--- config.mk ---
export PLATFORM = sky130hd
export DESIGN_NAME = cu_wb_flat
export DESIGN_NICKNAME = d
export VERILOG_FILES = /design/src/rtl/cu_wb_if.sv /design/src/rtl/cu_wb.sv /design/src/flat_wrapper.sv
export SDC_FILE = /design/constraint.sdc
export NUM_CORES = 1
export LEC_CHECK = 0
export CORE_ASPECT_RATIO = 0.8
export CORE_MARGIN = 10
export CORE_UTILIZATION = 35
export CTS_CLUSTER_DIAMETER = 150
export CTS_CLUSTER_SIZE = 14
export DETAILED_ROUTE_END_ITERATION = 7
export PLACE_DENSITY = 0.56
export SLEW_MARGIN = 30
export SYNTH_ARGS = -nofsm -noshare
export SYNTH_HDL_FRONTEND = slang
export SYNTH_SLANG_ARGS = --single-unit
--- constraint.sdc ---
create_clock -name soc_clk -period 5 [get_ports soc_clk]
set_clock_uncertainty 0.2 [all_clocks]
set_input_delay 1.25 -clock soc_clk [delete_from_list [all_inputs] [get_ports soc_clk]]
set_output_delay 1.25 -clock soc_clk [all_outputs]
set_load 0.005 [all_outputs]
--- src/rtl/cu_wb_if.sv ---
// Bundle between CU_EX/issue logic (master) and the writeback stage (slave).
interface cu_wb_if #(
  parameter int XLEN = 32
);
  logic            issue_fire;
  logic [5:0]      issue_instr;
  logic [4:0]      issue_rd;
  logic [XLEN-1:0] issue_pc;
  logic [XLEN-1:0] issue_imm;
  logic [XLEN-1:0] result_data;
  logic            result_ready;
  logic            overflow_flag;
  logic            zero_flag;
  logic            condition_met_flag;
  logic            error_flag;
  logic            rf_we;
  logic [4:0]      rf_waddr;
  logic [XLEN-1:0] rf_wdata;
  logic            redirect_valid;
  logic [XLEN-1:0] redirect_pc;
  logic            trap_valid;
  logic [XLEN-1:0] trap_pc;
  logic            ovf_sticky;
  logic            tag_full;
  logic            tag_empty;
  logic            seq_err;
  logic [XLEN-1:0] retire_count;

  modport master (
    output issue_fire, issue_instr, issue_rd, issue_pc, issue_imm,
           result_data, result_ready, overflow_flag, zero_flag,
           condition_met_flag, error_flag,
    input  rf_we, rf_waddr, rf_wdata, redirect_valid, redirect_pc,
           trap_valid, trap_pc, ovf_sticky, tag_full, tag_empty,
           seq_err, retire_count
  );

  modport slave (
    input  issue_fire, issue_instr, issue_rd, issue_pc, issue_imm,
           result_data, result_ready, overflow_flag, zero_flag,
           condition_met_flag, error_flag,
    output rf_we, rf_waddr, rf_wdata, redirect_valid, redirect_pc,
           trap_valid, trap_pc, ovf_sticky, tag_full, tag_empty,
           seq_err, retire_count
  );
endinterface

--- src/rtl/cu_wb.sv ---
// Writeback/retire stage: in-order tag FIFO popped on each result_ready rising
// edge; issues register writes, branch redirects and error traps.
module cu_wb #(
  parameter int TAG_DEPTH = 4,
  parameter int XLEN      = 32
) (
  input  logic     soc_clk,
  input  logic     WB_reset,
  cu_wb_if.slave   bus
);
  localparam int            PW      = (TAG_DEPTH > 1) ? $clog2(TAG_DEPTH) : 1;
  localparam logic [PW:0]   DEPTH_C = (PW+1)'(TAG_DEPTH);

  logic [5:0]      instr_mem [TAG_DEPTH];
  logic [4:0]      rd_mem    [TAG_DEPTH];
  logic [XLEN-1:0] pc_mem    [TAG_DEPTH];
  logic [XLEN-1:0] imm_mem   [TAG_DEPTH];

  logic [PW-1:0]   wptr_q, wptr_d, rptr_q, rptr_d;
  logic [PW:0]     cnt_q, cnt_d;
  logic            ready_q;
  logic            seq_err_q, seq_err_d, ovf_q, ovf_d;
  logic [XLEN-1:0] retire_q, retire_d;
  logic            rf_we_q, rf_we_d;
  logic [4:0]      rf_waddr_q, rf_waddr_d;
  logic [XLEN-1:0] rf_wdata_q, rf_wdata_d;
  logic            redir_v_q, redir_v_d, trap_v_q, trap_v_d;
  logic [XLEN-1:0] redir_pc_q, redir_pc_d, trap_pc_q, trap_pc_d;

  logic            full, empty, consume, retire, is_alu, is_br;
  logic            trap, alu_ret, taken, flush, push;
  logic [5:0]      head_instr;
  logic [4:0]      head_rd;
  logic [XLEN-1:0] head_pc, head_imm;
  logic            zero_unused;

  assign zero_unused = bus.zero_flag;

  assign full       = (cnt_q == DEPTH_C);
  assign empty      = (cnt_q == '0);
  assign head_instr = instr_mem[rptr_q];
  assign head_rd    = rd_mem[rptr_q];
  assign head_pc    = pc_mem[rptr_q];
  assign head_imm   = imm_mem[rptr_q];

  assign consume = bus.result_ready & ~ready_q;
  assign retire  = consume & ~empty;
  assign is_alu  = (head_instr >= 6'd27) && (head_instr <= 6'd36);
  assign is_br   = (head_instr >= 6'd4)  && (head_instr <= 6'd9);
  assign trap    = retire & bus.error_flag;
  assign alu_ret = retire & ~bus.error_flag & is_alu;
  assign taken   = retire & ~bus.error_flag & is_br & bus.condition_met_flag;
  assign flush   = trap | taken;
  // a full FIFO still accepts a push when the same edge retires the head
  assign push    = bus.issue_fire & ~flush & (~full | retire);

  always_comb begin
    wptr_d     = wptr_q;
    rptr_d     = rptr_q;
    cnt_d      = cnt_q;
    seq_err_d  = seq_err_q;
    ovf_d      = ovf_q;
    retire_d   = retire_q;
    rf_we_d    = 1'b0;
    rf_waddr_d = rf_waddr_q;
    rf_wdata_d = rf_wdata_q;
    redir_v_d  = 1'b0;
    redir_pc_d = redir_pc_q;
    trap_v_d   = 1'b0;
    trap_pc_d  = trap_pc_q;

    if ((consume & empty) | (bus.issue_fire & full & ~retire)) seq_err_d = 1'b1;
    if (retire) retire_d = retire_q + XLEN'(1);
    if (alu_ret) begin
      rf_we_d    = (head_rd != 5'd0);
      rf_waddr_d = head_rd;
      rf_wdata_d = bus.result_data;
      ovf_d      = ovf_q | bus.overflow_flag;
    end
    if (trap) begin
      trap_v_d  = 1'b1;
      trap_pc_d = head_pc;
    end
    if (taken) begin
      redir_v_d  = 1'b1;
      redir_pc_d = head_pc + head_imm;
    end

    if (flush) begin
      wptr_d = '0;
      rptr_d = '0;
      cnt_d  = '0;
    end else begin
      if (push)   wptr_d = wptr_q + PW'(1);
      if (retire) rptr_d = rptr_q + PW'(1);
      cnt_d = cnt_q + (PW+1)'(push) - (PW+1)'(retire);
    end
  end

  always_ff @(posedge soc_clk) begin
    if (WB_reset) begin
      wptr_q     <= '0;
      rptr_q     <= '0;
      cnt_q      <= '0;
      ready_q    <= 1'b0;
      seq_err_q  <= 1'b0;
      ovf_q      <= 1'b0;
      retire_q   <= '0;
      rf_we_q    <= 1'b0;
      rf_waddr_q <= '0;
      rf_wdata_q <= '0;
      redir_v_q  <= 1'b0;
      redir_pc_q <= '0;
      trap_v_q   <= 1'b0;
      trap_pc_q  <= '0;
    end else begin
      wptr_q     <= wptr_d;
      rptr_q     <= rptr_d;
      cnt_q      <= cnt_d;
      ready_q    <= bus.result_ready;
      seq_err_q  <= seq_err_d;
      ovf_q      <= ovf_d;
      retire_q   <= retire_d;
      rf_we_q    <= rf_we_d;
      rf_waddr_q <= rf_waddr_d;
      rf_wdata_q <= rf_wdata_d;
      redir_v_q  <= redir_v_d;
      redir_pc_q <= redir_pc_d;
      trap_v_q   <= trap_v_d;
      trap_pc_q  <= trap_pc_d;
    end
  end

  // tag storage needs no reset; only pointer state decides validity
  always_ff @(posedge soc_clk) begin
    if (push) begin
      instr_mem[wptr_q] <= bus.issue_instr;
      rd_mem[wptr_q]    <= bus.issue_rd;
      pc_mem[wptr_q]    <= bus.issue_pc;
      imm_mem[wptr_q]   <= bus.issue_imm;
    end
  end

  assign bus.rf_we          = rf_we_q;
  assign bus.rf_waddr       = rf_waddr_q;
  assign bus.rf_wdata       = rf_wdata_q;
  assign bus.redirect_valid = redir_v_q;
  assign bus.redirect_pc    = redir_pc_q;
  assign bus.trap_valid     = trap_v_q;
  assign bus.trap_pc        = trap_pc_q;
  assign bus.ovf_sticky     = ovf_q;
  assign bus.tag_full       = full;
  assign bus.tag_empty      = empty;
  assign bus.seq_err        = seq_err_q;
  assign bus.retire_count   = retire_q;
endmodule

--- src/flat_wrapper.sv ---
// flat-port wrapper written by rule: the top's interface ports become plain ports
module cu_wb_flat 
#(
  parameter int TAG_DEPTH = 4,
  parameter int XLEN      = 32
)
  (soc_clk, WB_reset, bus_issue_fire, bus_issue_instr, bus_issue_rd, bus_issue_pc, bus_issue_imm, bus_result_data, bus_result_ready, bus_overflow_flag, bus_zero_flag, bus_condition_met_flag, bus_error_flag, bus_rf_we, bus_rf_waddr, bus_rf_wdata, bus_redirect_valid, bus_redirect_pc, bus_trap_valid, bus_trap_pc, bus_ovf_sticky, bus_tag_full, bus_tag_empty, bus_seq_err, bus_retire_count);
  cu_wb_if #(.XLEN(XLEN)) bus_i ();
  input  logic soc_clk;
  input  logic WB_reset;
  input wire logic [$bits(bus_i.issue_fire)-1:0] bus_issue_fire;
  input wire logic [$bits(bus_i.issue_instr)-1:0] bus_issue_instr;
  input wire logic [$bits(bus_i.issue_rd)-1:0] bus_issue_rd;
  input wire logic [$bits(bus_i.issue_pc)-1:0] bus_issue_pc;
  input wire logic [$bits(bus_i.issue_imm)-1:0] bus_issue_imm;
  input wire logic [$bits(bus_i.result_data)-1:0] bus_result_data;
  input wire logic [$bits(bus_i.result_ready)-1:0] bus_result_ready;
  input wire logic [$bits(bus_i.overflow_flag)-1:0] bus_overflow_flag;
  input wire logic [$bits(bus_i.zero_flag)-1:0] bus_zero_flag;
  input wire logic [$bits(bus_i.condition_met_flag)-1:0] bus_condition_met_flag;
  input wire logic [$bits(bus_i.error_flag)-1:0] bus_error_flag;
  output wire logic [$bits(bus_i.rf_we)-1:0] bus_rf_we;
  output wire logic [$bits(bus_i.rf_waddr)-1:0] bus_rf_waddr;
  output wire logic [$bits(bus_i.rf_wdata)-1:0] bus_rf_wdata;
  output wire logic [$bits(bus_i.redirect_valid)-1:0] bus_redirect_valid;
  output wire logic [$bits(bus_i.redirect_pc)-1:0] bus_redirect_pc;
  output wire logic [$bits(bus_i.trap_valid)-1:0] bus_trap_valid;
  output wire logic [$bits(bus_i.trap_pc)-1:0] bus_trap_pc;
  output wire logic [$bits(bus_i.ovf_sticky)-1:0] bus_ovf_sticky;
  output wire logic [$bits(bus_i.tag_full)-1:0] bus_tag_full;
  output wire logic [$bits(bus_i.tag_empty)-1:0] bus_tag_empty;
  output wire logic [$bits(bus_i.seq_err)-1:0] bus_seq_err;
  output wire logic [$bits(bus_i.retire_count)-1:0] bus_retire_count;
  assign bus_i.issue_fire = bus_issue_fire;
  assign bus_i.issue_instr = bus_issue_instr;
  assign bus_i.issue_rd = bus_issue_rd;
  assign bus_i.issue_pc = bus_issue_pc;
  assign bus_i.issue_imm = bus_issue_imm;
  assign bus_i.result_data = bus_result_data;
  assign bus_i.result_ready = bus_result_ready;
  assign bus_i.overflow_flag = bus_overflow_flag;
  assign bus_i.zero_flag = bus_zero_flag;
  assign bus_i.condition_met_flag = bus_condition_met_flag;
  assign bus_i.error_flag = bus_error_flag;
  assign bus_rf_we = bus_i.rf_we;
  assign bus_rf_waddr = bus_i.rf_waddr;
  assign bus_rf_wdata = bus_i.rf_wdata;
  assign bus_redirect_valid = bus_i.redirect_valid;
  assign bus_redirect_pc = bus_i.redirect_pc;
  assign bus_trap_valid = bus_i.trap_valid;
  assign bus_trap_pc = bus_i.trap_pc;
  assign bus_ovf_sticky = bus_i.ovf_sticky;
  assign bus_tag_full = bus_i.tag_full;
  assign bus_tag_empty = bus_i.tag_empty;
  assign bus_seq_err = bus_i.seq_err;
  assign bus_retire_count = bus_i.retire_count;
  cu_wb #(.TAG_DEPTH(TAG_DEPTH), .XLEN(XLEN)) u_core (.soc_clk(soc_clk), .WB_reset(WB_reset), .bus(bus_i));
endmodule
==> results of run 1 <==
==> flip-flops by register name (all words and copies together), names as in the netlist, named ones only <==
signal and cells:
u_core.bus.trap_valid 1, u_core.imm_mem 128, u_core.cnt_q 3, u_core.bus.rf_we 1
u_core.bus.rf_waddr 5, u_core.bus.redirect_valid 1, u_core.rptr_q 2, u_core.bus.trap_pc 32
u_core.wptr_q 2, u_core.pc_mem 128, u_core.bus.retire_count 32, u_core.instr_mem 24
u_core.rd_mem 20, u_core.bus.rf_wdata 32, u_core.bus.redirect_pc 32, u_core.bus.ovf_sticky 1
u_core.bus.seq_err 1, u_core.ready_q 1
==> tightest hold or removal path: cells and delay by family, from the launching register on <==
| kind | cells | cell delay, ns |
|---|---|---|
| and+or+nand+nor | 1 | 0.05 |
| DFF | 1 | 0.31 |
| AOI/OAI and AO/OA | 1 | 0.05 |
==> layer usage <==
| layer | vias to the layer above | track usage (%) |
|---|---|---|
| met5 | - | 0 |
| met4 | 2 | 3.59 |
| met3 | 58 | 3.58 |
| met2 | 327 | 24.2 |
| met1 | 5647 | 21.5 |
| li1 | 5211 | - |
==> power by group <==
part           switching (mW)  total [mW]  internal [mW]
Combinational            1.72        3.13           1.41
Clock                    1.29        2.75           1.45
Sequential              0.147        4.47           4.32
==> cell families after synthesis <==
kind of cell | share of synthesized area [%]
mux | 11.5
xor+xnor | 2.18
compound gates | 6.56
fa+ha+maj | 2.86
simple gates | 8.60
buf+inv | 1.95
flops | 66.3
==> layout by cell type, fill, tap and decap left out, types with 3 or more instances in the layout <==
cell | Yosys | routed
nor3_1 | 11 | 11
o22ai_1 | 3 | 3
edfxtp_1 | 300 | 300
xnor2_1 | 22 | 22
a211o_1 | 3 | 3
clkbuf_16 | 0 | 39
a211oi_1 | 7 | 7
nor3_2 | 4 | 4
o21ai_0 | 22 | 22
and2_1 | 9 | 4
or3_1 | 11 | 11
o21a_1 | 6 | 6
and3_1 | 10 | 10
a21o_1 | 11 | 11
o31ai_1 | 4 | 4
nand2_1 | 126 | 124
o21bai_1 | 6 | 6
xor2_1 | 23 | 23
nand4_1 | 7 | 7
mux4_2 | 74 | 74
a21oi_1 | 81 | 81
clkbuf_1 | 29 | 25
nor2_1 | 104 | 104
nor2b_1 | 6 | 6
ha_1 | 38 | 38
and2_4 | 0 | 4
nand3_1 | 27 | 27
a31oi_1 | 4 | 4
o21ai_1 | 7 | 7
nand3b_1 | 3 | 3
buf_4 | 3 | 24
dfxtp_1 | 148 | 146
clkdlybuf4s50_1 | 0 | 252
mux2i_1 | 39 | 39
inv_1 | 23 | 23
buf_12 | 0 | 9
==> area by class of cell <==
cell class                 count  area [um^2]  area share (%)
multi-input combinational    715         5760            25.4
clock inverter                 1         8.76          0.0387
sequential                   448        12000            52.9
inverter                      24         90.1           0.398
clock buffer                  64         1070            4.72
antenna                        1         2.50          0.0110
tap                          684          856            3.78
timing repair buffer         285         2880            12.7
==> metrics by stage <==
stage | power, mW | util, % | setup WS, ns | hold WS, ns | cells
after floorplan | 6.71 | - | 0.283 | 0.248 | 1239
after global placement | 7.65 | 42.2 | 0.703 | 0.244 | 2155
after detailed placement | 7.69 | 42.2 | 0.709 | 0.245 | 2155
after CTS | 10.5 | 44.4 | 0.667 | 0.256 | 2220
after global routing | 11.0 | 44.4 | 0.428 | 0.271 | 2221
final | 10.3 | 44.4 | 0.715 | 0.255 | 2222
==> final timing paths <==
path / start / to / slack, ns
max: flop / u_core.bus.redirect_pc[31] / 0.71
min: u_core.bus.trap_pc[5] / u_core.bus.trap_pc[5] / 0.25
max reg2reg: flop / u_core.bus.redirect_pc[31] / 0.71
min reg2reg: u_core.bus.trap_pc[5] / u_core.bus.trap_pc[5] / 0.25
==> summary.txt, run 1 <==
Floorplan
  • FP Rows: 74
  • Initial Util: 35.4%
  • Die extent in y: 223 um
  • Die Footprint: 0.0611 mm^2
  • Die Wd: 274 um
  • Core Area: 0.0510 mm^2
  • Boundary Pins: 255

Yosys
  • Top FF cell, synth: edfxtp_1
  • Cell with the most instances after synthesis: edfxtp_1
  • Ys Warns: 0
  • Number of synthesized flops with an enable pin: 300
  • Register area share after synthesis: 66.3%
  • Library cells used by synthesis: 72
  • Mean Syn Cell Area: 14.6 um^2
  • FFs w/ async S/R, synth: 0%
  • Cells after Synth: 1239
  • Synth area leaders: edfxtp_1 (50%), dfxtp_1 (16%), mux4_2 (9.2%), ha_1 (2.6%), nand2_1 (2.6%)
  • Flops & latches, synth: 448
  • Netlist Area Pre-Place: 0.0181 mm^2
  • Synth cell count leaders: edfxtp_1 (300), dfxtp_1 (148), nand2_1 (126)
  • Post-synth net total: 1394
  • Synth top area share: 49.9%
  • Synth area leader: edfxtp_1

Setup path
  • Reg2Reg Depth: 11
  • Crit path max-delay family: compound AO/OA/AOI/OAI gates
  • Slowest-stage cell, CP: dfxtp_4
  • CP max FO: 21
  • Worst Path Required: 5.26 ns
  • Crit start category: flop
  • Critical Path Sink Type: flop
  • Most frequent CP cell: a21o_1
  • Critical path type: reg -> reg
  • WP buf/inv: 1
  • Crit path arrival time: 4.54 ns
  • Max incr delay on CP: 0.67 ns
  • WP depth: 11
  • Critical-path cell list: buf_4, mux4_2, ha_1, a21o_1, a21o_1, a21o_1, a21o_1, a21oi_1, o21ai_0, or4_4, a311oi_2

STA
  • Measured slew at the worst slew-check pin: 0.700 ns
  • Final slew viol count: 0
  • Achievable frequency: 0.233 GHz
  • RSZ-0062 raised after global routing: no
  • Max_slew headroom: 53.3%
  • Fin crit period: 4.29 ns
  • Final setup vio count: 0
  • Crit share post-route: 85.7%
  • Setup TNS: 0 ns
  • Fin. Hold Viols: 0

Global route
  • Vias in the first global route: 11400
  • Total gr overflow: 0
  • Total Routing Usage GR: 15.5%
  • Initial antenna violation count: 2
  • Global-route wire length before repair: 72.6 mm
  • Largest net degree at the start of global routing: 83

Final layout
  • Area delta synth->final: 25.5%
  • Share of layout cells above drive strength 1: 11.6%
  • Nets: 1666
  • Fill cells: 4625
  • Design Area, Final: 0.0227 mm^2

CTS
  • Latest clock arrival within the worst-skew pair: 0.55 ns
  • TritonCTS clock tree: built
  • H-tree depth: 2
  • Clock-pin slew on the worst setup and hold paths: 0.07 ns
  • Num CTS Buffers: 37
  • CTS sink count: 448
  • Clk root buf: clkbuf_16
  • Hold-fix buffers at CTS: 0
  • Clk buf depth: 3
  • Post-CTS sizing: 0
  • Post-CTS setup buffer count: 0

Placed design
  • Final GP Congestion: 0.800
  • Post-DP HPWL: 33.5 mm
  • Number of port buffers: 253
  • Placed cell area: 0.0216 mm^2

Detailed routing
  • DR WL/cell: 21.7 um
  • Met2 wire len: 22.2 mm
  • Post-route ant nets: 0
  • Highest routed layer: met5
  • Vias: 11200
  • Post-Route WL: 48.3 mm
  • Wl on met1: 22.3 mm
  • Vias per cell: 5.06
  • Initial drt markers: 919
  • Drt drc: 0
  • First drt pass iteration count: 5
  • WL met3: 3.03 mm

Power and ir drop
  • Leak: 7.71 nW
  • Power Dens Cells: 457 mW/mm^2
  • Max VDD drop: 0.000208 V

Run status
  • Outcome: completed

Run
  • Max-cap violations: 0

Worst hold path
  • Hold Path Stages: 2
  • Worst min path class: reg -> reg
Power figures use the tool's default switching activity.
==> run 2, diff against run 1 <==
--- a/config.mk
+++ b/config.mk
@@ -8,7 +8,6 @@
 export CORE_ASPECT_RATIO = 0.8
 export CORE_MARGIN = 10
 export CORE_UTILIZATION = 35
-export CTS_CLUSTER_DIAMETER = 150
 export CTS_CLUSTER_SIZE = 14
 export DETAILED_ROUTE_END_ITERATION = 7
 export PLACE_DENSITY = 0.56
@@ -16,3 +15,4 @@
 export SYNTH_ARGS = -nofsm -noshare
 export SYNTH_HDL_FRONTEND = slang
 export SYNTH_SLANG_ARGS = --single-unit
+export TNS_END_PERCENT = 20
==> run 2 against run 1 <==
Net effect: count of clock-buffer cells in the layout decreased by 2; non-clock buffer count did not move; final cell count rose by 0.99%; sequential power about the same; worst setup slack barely moved; first-iteration DRC count fell by 6.0%; clock power rose by 29%; highest routed layer unchanged; final area increased by 2.2%; die area unchanged; core utilization up 0.96 points; register-to-register slack about the same.
==> summary.txt, run 2 (synthesized netlist as in run 1, its figures left out) <==
Floorplan
  • Boundary Pins: 255
  • FP Rows: 74
  • Core Area: 0.0510 mm^2
  • Die Wd: 274 um
  • Die extent in y: 223 um
  • Initial Util: 35.4%
  • Die Footprint: 0.0611 mm^2

STA
  • Fin. Hold Viols: 0
  • Max_slew headroom: 53.2%
  • Final setup vio count: 0
  • Setup TNS: 0 ns
  • Measured slew at the worst slew-check pin: 0.702 ns
  • RSZ-0062 raised after global routing: no
  • Crit share post-route: 85.7%
  • Fin crit period: 4.29 ns
  • Final slew viol count: 0
  • Achievable frequency: 0.233 GHz

Detailed routing
  • Vias: 11300
  • DR WL/cell: 21.6 um
  • Vias per cell: 5.03
  • First drt pass iteration count: 5
  • Post-route ant nets: 0
  • Drt drc: 0
  • Post-Route WL: 48.4 mm
  • Initial drt markers: 864

Power and ir drop
  • Max VDD drop: 0.000272 V
  • Power Dens Cells: 482 mW/mm^2
  • Leak: 7.96 nW
  • Final Power: 11.2 mW

Final layout
  • Nets: 1676
  • Fin util: 45.4%
  • Top Registers: u_core.imm_mem: 128 flops, u_core.pc_mem: 128 flops
  • Most frequent cells in the layout: edfxtp_1 (300), clkdlybuf4s50_1 (252), dfxtp_1 (146)
  • Area delta synth->final: 28.2%
  • Most common cell after layout, fill and taps aside: edfxtp_1
  • Share of layout cells above drive strength 1: 13.1%

CTS
  • Post-CTS sizing: 0
  • Clk buf depth: 3
  • Latest clock arrival within the worst-skew pair: 0.57 ns
  • Post-CTS setup buffer count: 0
  • Num CTS Buffers: 47
  • Hold-fix buffers at CTS: 0
  • TritonCTS clock tree: built
  • H-tree depth: 2
  • CTS sink count: 448
  • Clk root buf: clkbuf_16
  • Clock-pin slew on the worst setup and hold paths: 0.06 ns

Setup path
  • WP buf/inv: 1
  • Worst Path Required: 5.28 ns
  • Slowest-stage cell, CP: dfxtp_4
  • Crit path arrival time: 4.56 ns
  • Most frequent CP cell: a21o_1
  • Critical-path cell list: buf_4, mux4_2, ha_1, a21o_1, a21o_1, a21o_1, a21o_1, a21oi_1, o21ai_0, or4_4, a311oi_2
  • Critical Path Sink Type: flop
  • Critical path type: reg -> reg
  • Crit start category: flop
  • Max incr delay on CP: 0.68 ns
  • CP max FO: 21
  • Crit path max-delay family: compound AO/OA/AOI/OAI gates

Global route
  • Total gr overflow: 0
  • Total Routing Usage GR: 15.6%
  • Largest net degree at the start of global routing: 83
  • Initial antenna violation count: 3
  • Global-route wire length before repair: 73.0 mm
  • Vias in the first global route: 11500

Placed design
  • Post-DP HPWL: 33.5 mm
  • Final GP Congestion: 0.800
  • Number of port buffers: 253

Worst hold path
  • Worst min path class: reg -> reg

Run status
  • Outcome: completed

Run
  • Max-cap violations: 0
[run 2: changes by cell type in the layout (fill, tap and decap cells not counted), sizes merged]
cell      previous run  this run
clkinvlp             0         2
bufinv               0         6
clkbuf              64        62
clkinv               1        18
inv                 24        23
[run 2: metal layers]
layer	routed length, um	up-vias	global-route usage, %
li1	-	5253	-
met1	22000	5632	21.3
met2	21900	334	24.2
met3	3380	71	3.86
met4	1020	4	4.21
met5	31	-	0
[run 2: area by class of cell]
class	instances	area, um^2
flip-flops and latches	448	12000
clock inverters	25	282
multi-input cells	715	5760
fillers	4583	27900
inverters	24	90.1
well taps	684	856
repair buffers	285	2880
diodes	1	2.50
clock buffers	62	1280
[run 2: worst reg2reg max path: stages (launching register included)]
cell and delay, ns:
dfxtp_4 0.68, buf_4 0.47, mux4_2 0.61, ha_1 0.38
a21o_1 0.20, a21o_1 0.18, a21o_1 0.19, a21o_1 0.19
a21oi_1 0.24, o21ai_0 0.17, or4_4 0.43, a311oi_2 0.25
[run 2: where the power goes]
group	internal, mW	leakage (nW)	switching (mW)
clock network	2.12	0.761	1.44
registers	4.32	3.94	0.148
logic	1.41	3.25	1.72
[run 2: worst paths after layout]
path | start | to | slack, ns | cells after the start
worst max register to register | flop | u_core.bus.redirect_pc[31] | 0.71 | 11
worst min-delay path | u_core.bus.trap_pc[5] | u_core.bus.trap_pc[5] | 0.25 | 2
worst max-delay path | flop | u_core.bus.redirect_pc[31] | 0.71 | 11
worst min register to register | u_core.bus.trap_pc[5] | u_core.bus.trap_pc[5] | 0.25 | 2
[run 2: metrics by stage]
stage / hold WS [ns] / area (um^2) / instances / setup WS [ns]
6_report: 0.254 / 23100 / 2244 / 0.714
5_1_grt: 0.270 / 23100 / 2243 / 0.396
4_1_cts: 0.255 / 23100 / 2242 / 0.655
3_5_place_dp: 0.245 / 21600 / 2155 / 0.709
3_3_place_gp: 0.244 / 21600 / 2155 / 0.703
2_1_floorplan: 0.248 / 18100 / 1239 / 0.283
==> run 3, diff against run 2 <==
==> constraint.sdc (replaced) <==
create_clock -name soc_clk -period 4.25 [get_ports soc_clk]
set_clock_uncertainty 0.2 [all_clocks]
set_input_delay 1.0625 -clock soc_clk [delete_from_list [all_inputs] [get_ports soc_clk]]
set_output_delay 1.0625 -clock soc_clk [all_outputs]
set_load 0.005 [all_outputs]
==> run 3 against run 2 <==
Net effect: maximum frequency is 8.8% higher; via count is 1.4% lower; sequential power is 17% higher; register-to-register slack worse by 0.40 ns; global-route usage is 0.27 points lower; worst setup slack worse by 0.40 ns; core utilization is 0.21 points higher; hold slack better by 0.0010 ns; clock power is 20% higher; critical path type unchanged.
==> summary.txt, run 3 (synthesized netlist as in run 1, its figures left out) <==
STA
  • Fin crit period: 3.94 ns
  • Final slew viol count: 0
  • Setup TNS: 0 ns
  • Final worst setup slack: 0.310 ns
  • Fin. Hold Viols: 0
  • Crit share post-route: 92.7%
  • Final setup vio count: 0
  • Max_slew headroom: 52.3%
  • Measured slew at the worst slew-check pin: 0.715 ns
  • Achievable frequency: 0.254 GHz
  • RSZ-0062 raised after global routing: no

Power and ir drop
  • Power Dens Cells: 568 mW/mm^2
  • Leak: 7.97 nW
  • Final Power: 13.2 mW
  • Max VDD drop: 0.000283 V

Placed design
  • Pre-CTS setup slack: 0.156 ns
  • Cells after DPL: 2154
  • Final GP Congestion: 0.823
  • Post-DP HPWL: 32.7 mm
  • Number of port buffers: 253

Global route
  • Vias in the first global route: 11500
  • Global-route wire length before repair: 71.7 mm
  • Largest net degree at the start of global routing: 84
  • Total Routing Usage GR: 15.3%
  • Total gr overflow: 0
  • Initial antenna violation count: 4

CTS
  • Post-CTS setup buffer count: 0
  • H-tree depth: 2
  • Clock-pin slew on the worst setup and hold paths: 0.06 ns
  • Clk root buf: clkbuf_16
  • Hold-fix buffers at CTS: 0
  • Num CTS Buffers: 47
  • Latest clock arrival within the worst-skew pair: 0.59 ns
  • TritonCTS clock tree: built
  • Clk buf depth: 3
  • CTS sink count: 448

Final layout
  • Fin util: 45.6%
  • Area delta synth->final: 28.8%
  • Most frequent cells in the layout: edfxtp_1 (300), clkdlybuf4s50_1 (252), dfxtp_1 (146)
  • Nets: 1674
  • Share of layout cells above drive strength 1: 13.4%
  • Fill cells: 4539
  • Top Registers: u_core.imm_mem: 128 flops, u_core.pc_mem: 128 flops
  • Most common cell after layout, fill and taps aside: edfxtp_1
  • Register area: 0.0120 mm^2
  • Layout Cells excl Fill: 2245
  • Area occupied by multi-input gates: 0.00577 mm^2

Setup path
  • Critical Path Sink Type: flop
  • Crit start category: flop
  • Worst Path Required: 4.51 ns
  • Crit path arrival time: 4.20 ns
  • Critical path type: reg -> reg
  • CP max FO: 27

Floorplan
  • Initial Util: 35.4%
  • FP Rows: 74
  • Core Area: 0.0510 mm^2
  • Die Wd: 274 um
  • Boundary Pins: 255
  • Die extent in y: 223 um
  • Die Footprint: 0.0611 mm^2

Detailed routing
  • Initial drt markers: 683
  • Post-route ant nets: 0
  • First drt pass iteration count: 5
  • Vias per cell: 4.96
  • Drt drc: 0
  • DR WL/cell: 21.2 um
  • Vias: 11100
  • Post-Route WL: 47.7 mm

Worst hold path
  • Worst min path class: reg -> reg

Run
  • Max-cap violations: 0

Run status
  • Outcome: completed
==> run 3: worst paths after layout <==
check | start | endpoint | slack [ns] | cells after the start
max reg2reg | flop | u_core.bus.redirect_pc[30] | 0.31 | 11
max | flop | u_core.bus.redirect_pc[30] | 0.31 | 11
min | u_core.bus.trap_pc[23] | u_core.bus.trap_pc[23] | 0.25 | 2
min reg2reg | u_core.bus.trap_pc[23] | u_core.bus.trap_pc[23] | 0.25 | 2
==> run 3: power breakdown <==
group / switching [mW] / total [mW] / internal, mW
registers: 0.129 / 5.21 / 5.09
clock network: 1.72 / 4.26 / 2.54
logic: 2.07 / 3.74 / 1.67
total: 3.92 / 13.2 / 9.29
==> run 3: final cells by class <==
class                   count  share of cell area, %
repair buffers            283                   12.7
clock inverters            22                   1.21
well taps                 684                   3.68
flip-flops and latches    448                   51.5
diodes                      4                 0.0431
clock buffers              65                   5.66
multi-input cells         715                   24.8
inverters                  24                  0.387
==> run 3: critical path, stage by stage, from the launching register on <==
cell and delay (ns):
dfxtp_4 0.45, buf_12 0.27, mux4_2 0.58, ha_1 0.42, a21o_1 0.21, a21o_1 0.19
a221oi_2 0.35, o22ai_1 0.17, o211ai_2 0.23, a21oi_1 0.12, or3_1 0.35, a32o_1 0.24
==> run 3: metal layers <==
metal / wire (um) / part of all wire (%) / track usage, % / vias up
met1: 21900 / 46 / 20.6 / 5506
met5: 13 / 0.027 / 0 / -
met4: 1010 / 2.1 / 4.41 / 2
met2: 21500 / 45 / 23.9 / 298
li1: - / - / - / 5254
met3: 3220 / 6.8 / 4.08 / 71
==> run 3: timing repair <==
action / 4_1_cts / 5_1_grt
gates resized for setup: 0 / 2
endpoints found under the setup margin: 0 / 2
hold endpoints to repair: 0 / 0
==> run 3: stage by stage <==
step | instance area (um^2) | hold slack [ns]
finish | 23200 | 0.255
CTS | 23200 | 0.257
global placement | 21600 | 0.243
global route | 23200 | 0.275
detailed placement | 21600 | 0.248
floorplan | 18100 | 0.248
